### src/rtl/cv32e40p_xmem_obi_responder.sv
// Xmem load/store responder: takes one coprocessor memory request at a time,
// performs it as an OBI data-bus master and returns data/status on the Xmem response channel.
package cv32e40p_x_if_pkg;
  typedef enum logic [1:0] {
    READ  = 2'b00,
    WRITE = 2'b01
  } mem_req_type_e;
endpackage

module cv32e40p_xmem_obi_responder
  import cv32e40p_x_if_pkg::*;
(
  input  logic          clk_i,
  input  logic          rst_i,
  input  logic          xmem_valid_i,
  output logic          xmem_ready_o,
  input  logic [31:0]   xmem_laddr_i,
  input  logic [31:0]   xmem_wdata_i,
  input  logic [2:0]    xmem_width_i,
  input  mem_req_type_e xmem_req_type_i,
  input  logic          xmem_mode_i,
  input  logic          xmem_spec_i,
  input  logic          xmem_endoftransaction_i,
  output logic          xmem_rvalid_o,
  input  logic          xmem_rready_i,
  output logic [31:0]   xmem_rdata_o,
  output logic [4:0]    xmem_range_o,
  output logic          xmem_status_o,
  output logic          data_req_o,
  output logic          data_we_o,
  input  logic          data_gnt_i,
  input  logic          data_rvalid_i,
  output logic [31:0]   data_addr_o,
  output logic [3:0]    data_be_o,
  output logic [31:0]   data_wdata_o,
  input  logic [31:0]   data_rdata_i
);

  typedef enum logic [2:0] {IDLE, BUS_REQ, BUS_WAIT, RESP, ERR_RESP} state_e;

  typedef struct packed {
    logic [31:0] addr;
    logic [31:0] wdata;
    logic [2:0]  width;
    logic        we;
  } req_t;

  state_e      state_q, state_d;
  req_t        req_q, req_d;
  logic [31:0] rdata_q, rdata_d;

  logic        is_write, illegal;
  logic [31:0] rd_shift, rd_ext, wdata_lanes;
  logic [3:0]  be;
  logic        unused_sideband;

  assign unused_sideband = xmem_mode_i ^ xmem_endoftransaction_i;
  assign is_write        = (xmem_req_type_i == WRITE);

  // Legality is decided on the request itself so an illegal access never touches the bus.
  always_comb begin
    illegal = 1'b0;
    case (xmem_width_i)
      3'b000:  illegal = 1'b0;
      3'b001:  illegal = xmem_laddr_i[0];
      3'b010:  illegal = |xmem_laddr_i[1:0];
      3'b100:  illegal = is_write;
      3'b101:  illegal = is_write | xmem_laddr_i[0];
      default: illegal = 1'b1;
    endcase
    if (is_write && xmem_spec_i) illegal = 1'b1;
  end

  always_comb begin
    case (req_q.width[1:0])
      2'b00: begin
        be          = 4'b0001 << req_q.addr[1:0];
        wdata_lanes = {4{req_q.wdata[7:0]}};
      end
      2'b01: begin
        be          = 4'b0011 << req_q.addr[1:0];
        wdata_lanes = {2{req_q.wdata[15:0]}};
      end
      default: begin
        be          = 4'b1111;
        wdata_lanes = req_q.wdata;
      end
    endcase
  end

  assign rd_shift = data_rdata_i >> {req_q.addr[1:0], 3'b000};

  always_comb begin
    case (req_q.width)
      3'b000:  rd_ext = {{24{rd_shift[7]}}, rd_shift[7:0]};
      3'b001:  rd_ext = {{16{rd_shift[15]}}, rd_shift[15:0]};
      3'b100:  rd_ext = {24'h0, rd_shift[7:0]};
      3'b101:  rd_ext = {16'h0, rd_shift[15:0]};
      default: rd_ext = rd_shift;
    endcase
  end

  always_comb begin
    state_d = state_q;
    req_d   = req_q;
    rdata_d = rdata_q;
    case (state_q)
      IDLE: begin
        if (xmem_valid_i) begin
          req_d   = '{addr: xmem_laddr_i, wdata: xmem_wdata_i, width: xmem_width_i, we: is_write};
          state_d = illegal ? ERR_RESP : BUS_REQ;
        end
      end
      BUS_REQ:  if (data_gnt_i) state_d = BUS_WAIT;
      BUS_WAIT: begin
        if (data_rvalid_i) begin
          rdata_d = req_q.we ? 32'h0 : rd_ext;
          state_d = RESP;
        end
      end
      RESP, ERR_RESP: if (xmem_rready_i) state_d = IDLE;
      default: state_d = IDLE;
    endcase
  end

  always_ff @(posedge clk_i) begin
    if (rst_i) begin
      state_q <= IDLE;
      req_q   <= '0;
      rdata_q <= '0;
    end else begin
      state_q <= state_d;
      req_q   <= req_d;
      rdata_q <= rdata_d;
    end
  end

  // Outputs are gated by state so every idle output reads zero.
  assign xmem_ready_o  = (state_q == IDLE);
  assign xmem_rvalid_o = (state_q == RESP) || (state_q == ERR_RESP);
  assign xmem_rdata_o  = (state_q == RESP) ? rdata_q : 32'h0;
  assign xmem_range_o  = xmem_rvalid_o ? {req_q.addr[1:0], 3'b000} : 5'h0;
  assign xmem_status_o = (state_q == ERR_RESP);

  assign data_req_o    = (state_q == BUS_REQ);
  assign data_we_o     = data_req_o & req_q.we;
  assign data_addr_o   = data_req_o ? {req_q.addr[31:2], 2'b00} : 32'h0;
  assign data_be_o     = data_req_o ? be : 4'h0;
  assign data_wdata_o  = data_req_o ? wdata_lanes : 32'h0;

endmodule

### config.mk
export PLATFORM = sky130hd
export DESIGN_NAME = cv32e40p_xmem_obi_responder
export DESIGN_NICKNAME = d
export VERILOG_FILES = /design/src/rtl/cv32e40p_xmem_obi_responder.sv
export SDC_FILE = /design/constraint.sdc
export NUM_CORES = 1
export LEC_CHECK = 0
export ABC_CLOCK_PERIOD_IN_PS = 1700
export CAP_MARGIN = 5
export CORE_AREA = 2 2 119 121
export CTS_CLUSTER_DIAMETER = 60
export DETAILED_ROUTE_END_ITERATION = 7
export DIE_AREA = 0 0 121 123
export MAX_ROUTING_LAYER = met4
export PLACE_DENSITY = 0.76
export SETUP_SLACK_MARGIN = 0.3
export SYNTH_ARGS = -nofsm -noshare
export SYNTH_HDL_FRONTEND = slang
export SYNTH_SLANG_ARGS = --single-unit
### constraint.sdc
create_clock -name clk_i -period 1.7 [get_ports clk_i]
set_input_delay 0.255 -clock clk_i [delete_from_list [all_inputs] [get_ports clk_i]]
set_output_delay 0.255 -clock clk_i [all_outputs]
set_load 0.1 [all_outputs]
After elaboration in Yosys (flattened, before gate mapping)
Index checks and enable logic that the tools add are counted.
{"block": "totals", "wordCells": 56, "ff_bits": 103, "n_memories": 0, "inputBits": 110, "latch_bits": 0, "romBits": 0, "ram_bits": 0}
{"block": "op_classes", "reduce_logical": 11, "n_mul": 0, "add_sub_neg": 0, "shifts": 3, "n_bitwise": 2, "eq_ne": 17, "muxes": 17, "n_lt_le_gt_ge": 0, "div_mod_pow": 0}
{"cell": "$mux W32", "n": 4}
{"cell": "$pmux W32 S4", "n": 1}
{"cell": "$pmux W32 S2", "n": 1}
{"cell": "$shr A32 B5 Y32", "n": 1}
{"cell": "$eq A3 B3 Y1 const B", "n": 5}
{"cell": "$mux W3", "n": 5}
{"cell": "$pmux W3 S4", "n": 1}
{"cell": "$eq A3 B1 Y1 const B", "n": 3}
{"cell": "$eq A3 B2 Y1 const B", "n": 3}
{"cell": "$logic_not A3 Y1", "n": 3}
{"cell": "$pmux W4 S2", "n": 1}
{"cell": "$ne A2 B2 Y1 const B", "n": 3}
{"cell": "$mux W5", "n": 1}
{"cell": "$pmux W1 S5", "n": 1}
{"cell": "$eq A2 B1 Y1 const B", "n": 2}
{"cell": "$mux W4", "n": 1}
{"cell": "$reduce_and A2 Y1", "n": 2}
{"cell": "$reduce_and A4 Y1", "n": 1}
{"cell": "$reduce_or A2 Y1", "n": 2}
{"cell": "$shl A1 B2 Y4 const A", "n": 1}
{"cell": "$shl A2 B2 Y4 const A", "n": 1}
{"cell": "$logic_not A2 Y1", "n": 1}
{"cell": "$ne A2 B1 Y1 const B", "n": 1}
{"cell": "$and A1 B1 Y1", "n": 1}
{"cell": "4 further kinds", "n": 4}

Depth between registers and ports, before layout
{"block": "logic_depth", "word_depth": 7, "depth_mapped": 7, "mapped_depth_nobuf": 4}

Worst setup path after synthesis
Ideal clock, no wire load.
{"block": "synth_path", "path_kind": "register -> output", "start": "register state_q[2]", "end": "output port xmem_range_o[3]", "path_slack_ps": -2938, "path_buffers": 1, "stages_incl_launch_ff": 5, "required_time_ps": 1445, "arrival_time_ps": 4383, "path_cell_list": "dfxtp_1 buf_6 nor3b_1 a21oi_1 nor2b_1"}
{"block": "synth_between", "elab_chain_cells": 3, "word_cells_on_any_way": 4, "classes_between": "2 x eq/ne; 1 x mux; 1 x reduce/logical"}
{"element": "from (decl)", "line": "48", "rtl": "state_e state_q, state_d;"}
{"element": "from (signal assigned)", "line": "132", "rtl": "state_q <= state_d;"}
{"element": "$eq A3 B3 Y1"}
{"element": "net xmem_status_o", "line": "28", "rtl": "output logic xmem_status_o,"}
{"element": "$logic_or A1 B1 Y1", "line": "140", "rtl": "assign xmem_rvalid_o = (state_q == RESP) || (state_q == ERR_RESP);"}
{"element": "$mux W5", "line": "142", "rtl": "assign xmem_range_o = xmem_rvalid_o ? {req_q.addr[1:0], 3'b000} : 5'h0;"}
{"element": "to (decl)", "line": "27", "rtl": "output logic [4:0] xmem_range_o,"}
The timed path passes the listed nets, and every way through them passes these cells.

Final worst setup path
{"block": "layout_path", "start": "register state_q[0]", "end": "register req_q[11] (netlist name)"}
{"block": "layout_between", "elab_chain_cells": 2}
{"element": "$logic_not A3 Y1", "line": "107", "rtl": "case (state_q)"}
{"element": "$reduce_and A2 Y1 (no source line)"}
{"element": "to (signal assigned)", "line": "133", "rtl": "req_q <= req_d;"}
{"element": "to (decl)", "line": "49", "rtl": "req_t req_q, req_d;"}
Every way passes these cells.
A chain may end at the register's enable or synchronous reset.

==> summary.md <==
| Metric | Value |
|---|---|
| Number of global-route vias before repair | `6954` |
| Maximum VDD drop | `630.1 µV` |
| Setup crit start kind | `flop` |
| Ys Warns | `0` |
| Core Box Area | `0.01361 mm²` |
| I/O pin count | `220` |
| RSZ-0062 raised after global routing | `yes` |
| Clock Skews | `0.01897 ns` |
| Worst setup margin | `-0.5488 ns` |
| Sequential area share after synthesis | `39.62%` |
| First-pass GRT wire length | `38.41 mm` |
| Via/cell ratio | `6.605` |
| FFs w/ async S/R, synth | `0%` |
| Placed Cells | `1028` |
| Die Span Y | `123 µm` |
| WP data required | `1.96 ns` |
| Hold Path Class | `input pin to flop` |
| Port bufs | `212` |
| Most used cell, CP | `buf_6` |
| CTS root buf | `clkbuf_16` |
| Nets | `1057` |
| Synth-to-layout area growth | `137.9%` |
| Layout cell share with drive strength beyond 1 | `62.99%` |
| CTS clk-pin slew, worst paths | `0.08 ns` |
| Fin Hold WS | `0.4490 ns` |
| Final worst-path cycle share | `132.3%` |
| Chip width | `121 µm` |
| Ys flop type | `dfxtp_1` |
| Syn avg cell area | `7.959 µm²` |
| Drt drc | `0` |
| FILL cells | `389` |
| CP Cell Sequence | `buf_6 -> buf_6 -> buf_6 -> buf_6 -> buf_6 -> buf_6 -> nor3_4 -> buf_12 -> buf_8 -> buf_12 -> buf_16 -> nand2_4 -> a21oi_2` |
| Gr ovfl total | `0` |
| Clock latency on the worst-skew pair | `0.37 ns` |
| Crit path DAT | `2.51 ns` |
| Power per cell area | `709.5 mW/mm²` |
| Final Hold Fails | `0` |
| Die area | `0.01488 mm²` |
| Highest Clock Rate | `0.4447 GHz` |
| Flops & latches, synth | `103` |
| Total GRT Usage | `34.75%` |
| RePlAce Congestion | `0.9482` |
| Status | `complete, but fails checks` |
| Most frequent cells in the layout | `buf_12 (127), clkdlybuf4s50_1 (104), dfxtp_1 (97)` |
| CTS tree | `done` |
| Post-DP HPWL | `14.16 mm` |
| Most common cell after layout, fill and taps aside | `buf_12` |
| Drt first pass iters | `6` |
| Max stage delay on crit path | `0.33 ns` |
| Antenna-violating nets left | `0` |
| Critical path class | `flop to flop` |
| Routed WL per cell | `32.59 µm` |
| Via Count | `7503` |
| FP Rows | `43` |
| P_leak | `4.873 nW` |
| Max-Cap Viols | `0` |
| Worst slew pin tran | `1.130 ns` |
| WL final | `37.02 mm` |
| Starting density of the core | `38.24%` |
| Failing checks | `setup timing` |
| Crit-path slowest cell | `dfxtp_2` |
| Synthesized area | `0.005205 mm²` |
| Maximum root-to-sink buffer count | `2` |
| EDFF count, synth | `0` |
| Initial antenna violation count | `4` |
| Largest net degree at the start of global routing | `65` |
| Fin cells | `1136` |
| Mapped Cells | `654` |
| Final Slew Violations | `0` |
| Synth unique cells | `42` |
| Final setup viols | `206` |
| CP endpoint kind | `flop` |
| Crit path max fanout | `6` |
| Rel. slew slack | `24.65%` |
| Setup tns final | `-74.38 ns` |
| H-tree depth | `3` |
| CTS Buf Count | `9` |
| # clock sinks | `103` |
| Post-layout minimum cycle time | `2.249 ns` |
| 1st-iter DRT viols | `904` |
[state kept, by name (all words and copies together), names as in the netlist]
name	flops
rdata_q	32
req_q	68
state_q	3
[per-stage QoR]
step	instance area [µm²]	utilization, %	worst slack (ns)	power, mW
global placement	9382	68.92	-0.4832	4.659
global route	12380	90.97	-0.5306	8.873
floorplan	6007	-	-0.5583	3.985
finish	12380	90.97	-0.5488	8.785
detailed placement	9382	68.92	-0.5789	4.719
CTS	11320	83.14	-0.3577	7.848
[repair_timing]
action | in CTS | in global routing
cloned | 26 | 9
resized for setup | 171 | 198
setup endpoints to repair | 206 | 208
setup buffers | 41 | 12
hold buffers | 0 | 0
pin swaps | 63 | 133
[layout make-up]
type,count,area (µm²),share of cell area (%)
timing repair buffer,337,5174,41.78
tap,180,225.2,1.819
antenna,5,12.51,0.1010
inverter,4,31.28,0.2526
multi-input combinational,492,4551,36.75
clock inverter,4,70.07,0.5658
sequential,103,2077,16.77
clock buffer,11,242.7,1.960
[power by group]
| group | internal [mW] | switching (mW) |
|---|---|---|
| clock network | 1.32 | 1.06 |
| registers | 2.56 | 0.189 |
| logic | 1.69 | 1.97 |
[per-layer routing]
metal,track usage (%),part of all wire (%)
met1,37.60,32
met2,59.52,47
met3,8.395,11
met4,17.81,9.9
met5,-,0
[worst max-delay path: cells and delay by family, from the launching register on]
kind            cells  cell delay (ns)
flops               1             0.33
simple gates        2             0.27
buf+inv            10             1.25
compound gates      1             0.28
[cell families after synthesis]
logic type                Yosys count  share of synthesized area [%]
AOI/OAI and AO/OA                 137                          16.71
xor gates and xnor gates            1                         0.1683
buffers and inverters              66                          5.529
DFF                               103                          39.62
muxes                              41                          10.22
other                               1                        0.07205
and+or+nand+nor                   305                          27.69
[path summary, 6_finish.rpt]
path / to / slack (ns) / from / depth (start not counted)
min reg2reg: req_q[62] / 0.48 / req_q[62] / 2
max reg2reg: req_q[11] / -0.55 / state_q[0] / 13
min: req_q[16] / 0.45 / rst_i / 3
max: req_q[11] / -0.55 / state_q[0] / 13
[cells in the mapped netlist, drive strengths merged (4+ instances only)]
master	count	share of area [%]
and2	39	4.7
clkbuf	41	3.0
inv	4	0.29
a22oi	9	1.3
nor3	4	0.60
mux4	8	3.5
a21oi	89	8.6
nand2	162	12
mux2i	16	3.1
o21ai	9	0.87
mux2	17	3.7
a221oi	8	1.3
dfxtp	103	40
and3	32	3.8
nand2b	6	0.72
nor2	46	3.4
buf	21	2.3
a221o	16	3.3
(Power assumes the default switching activity.)
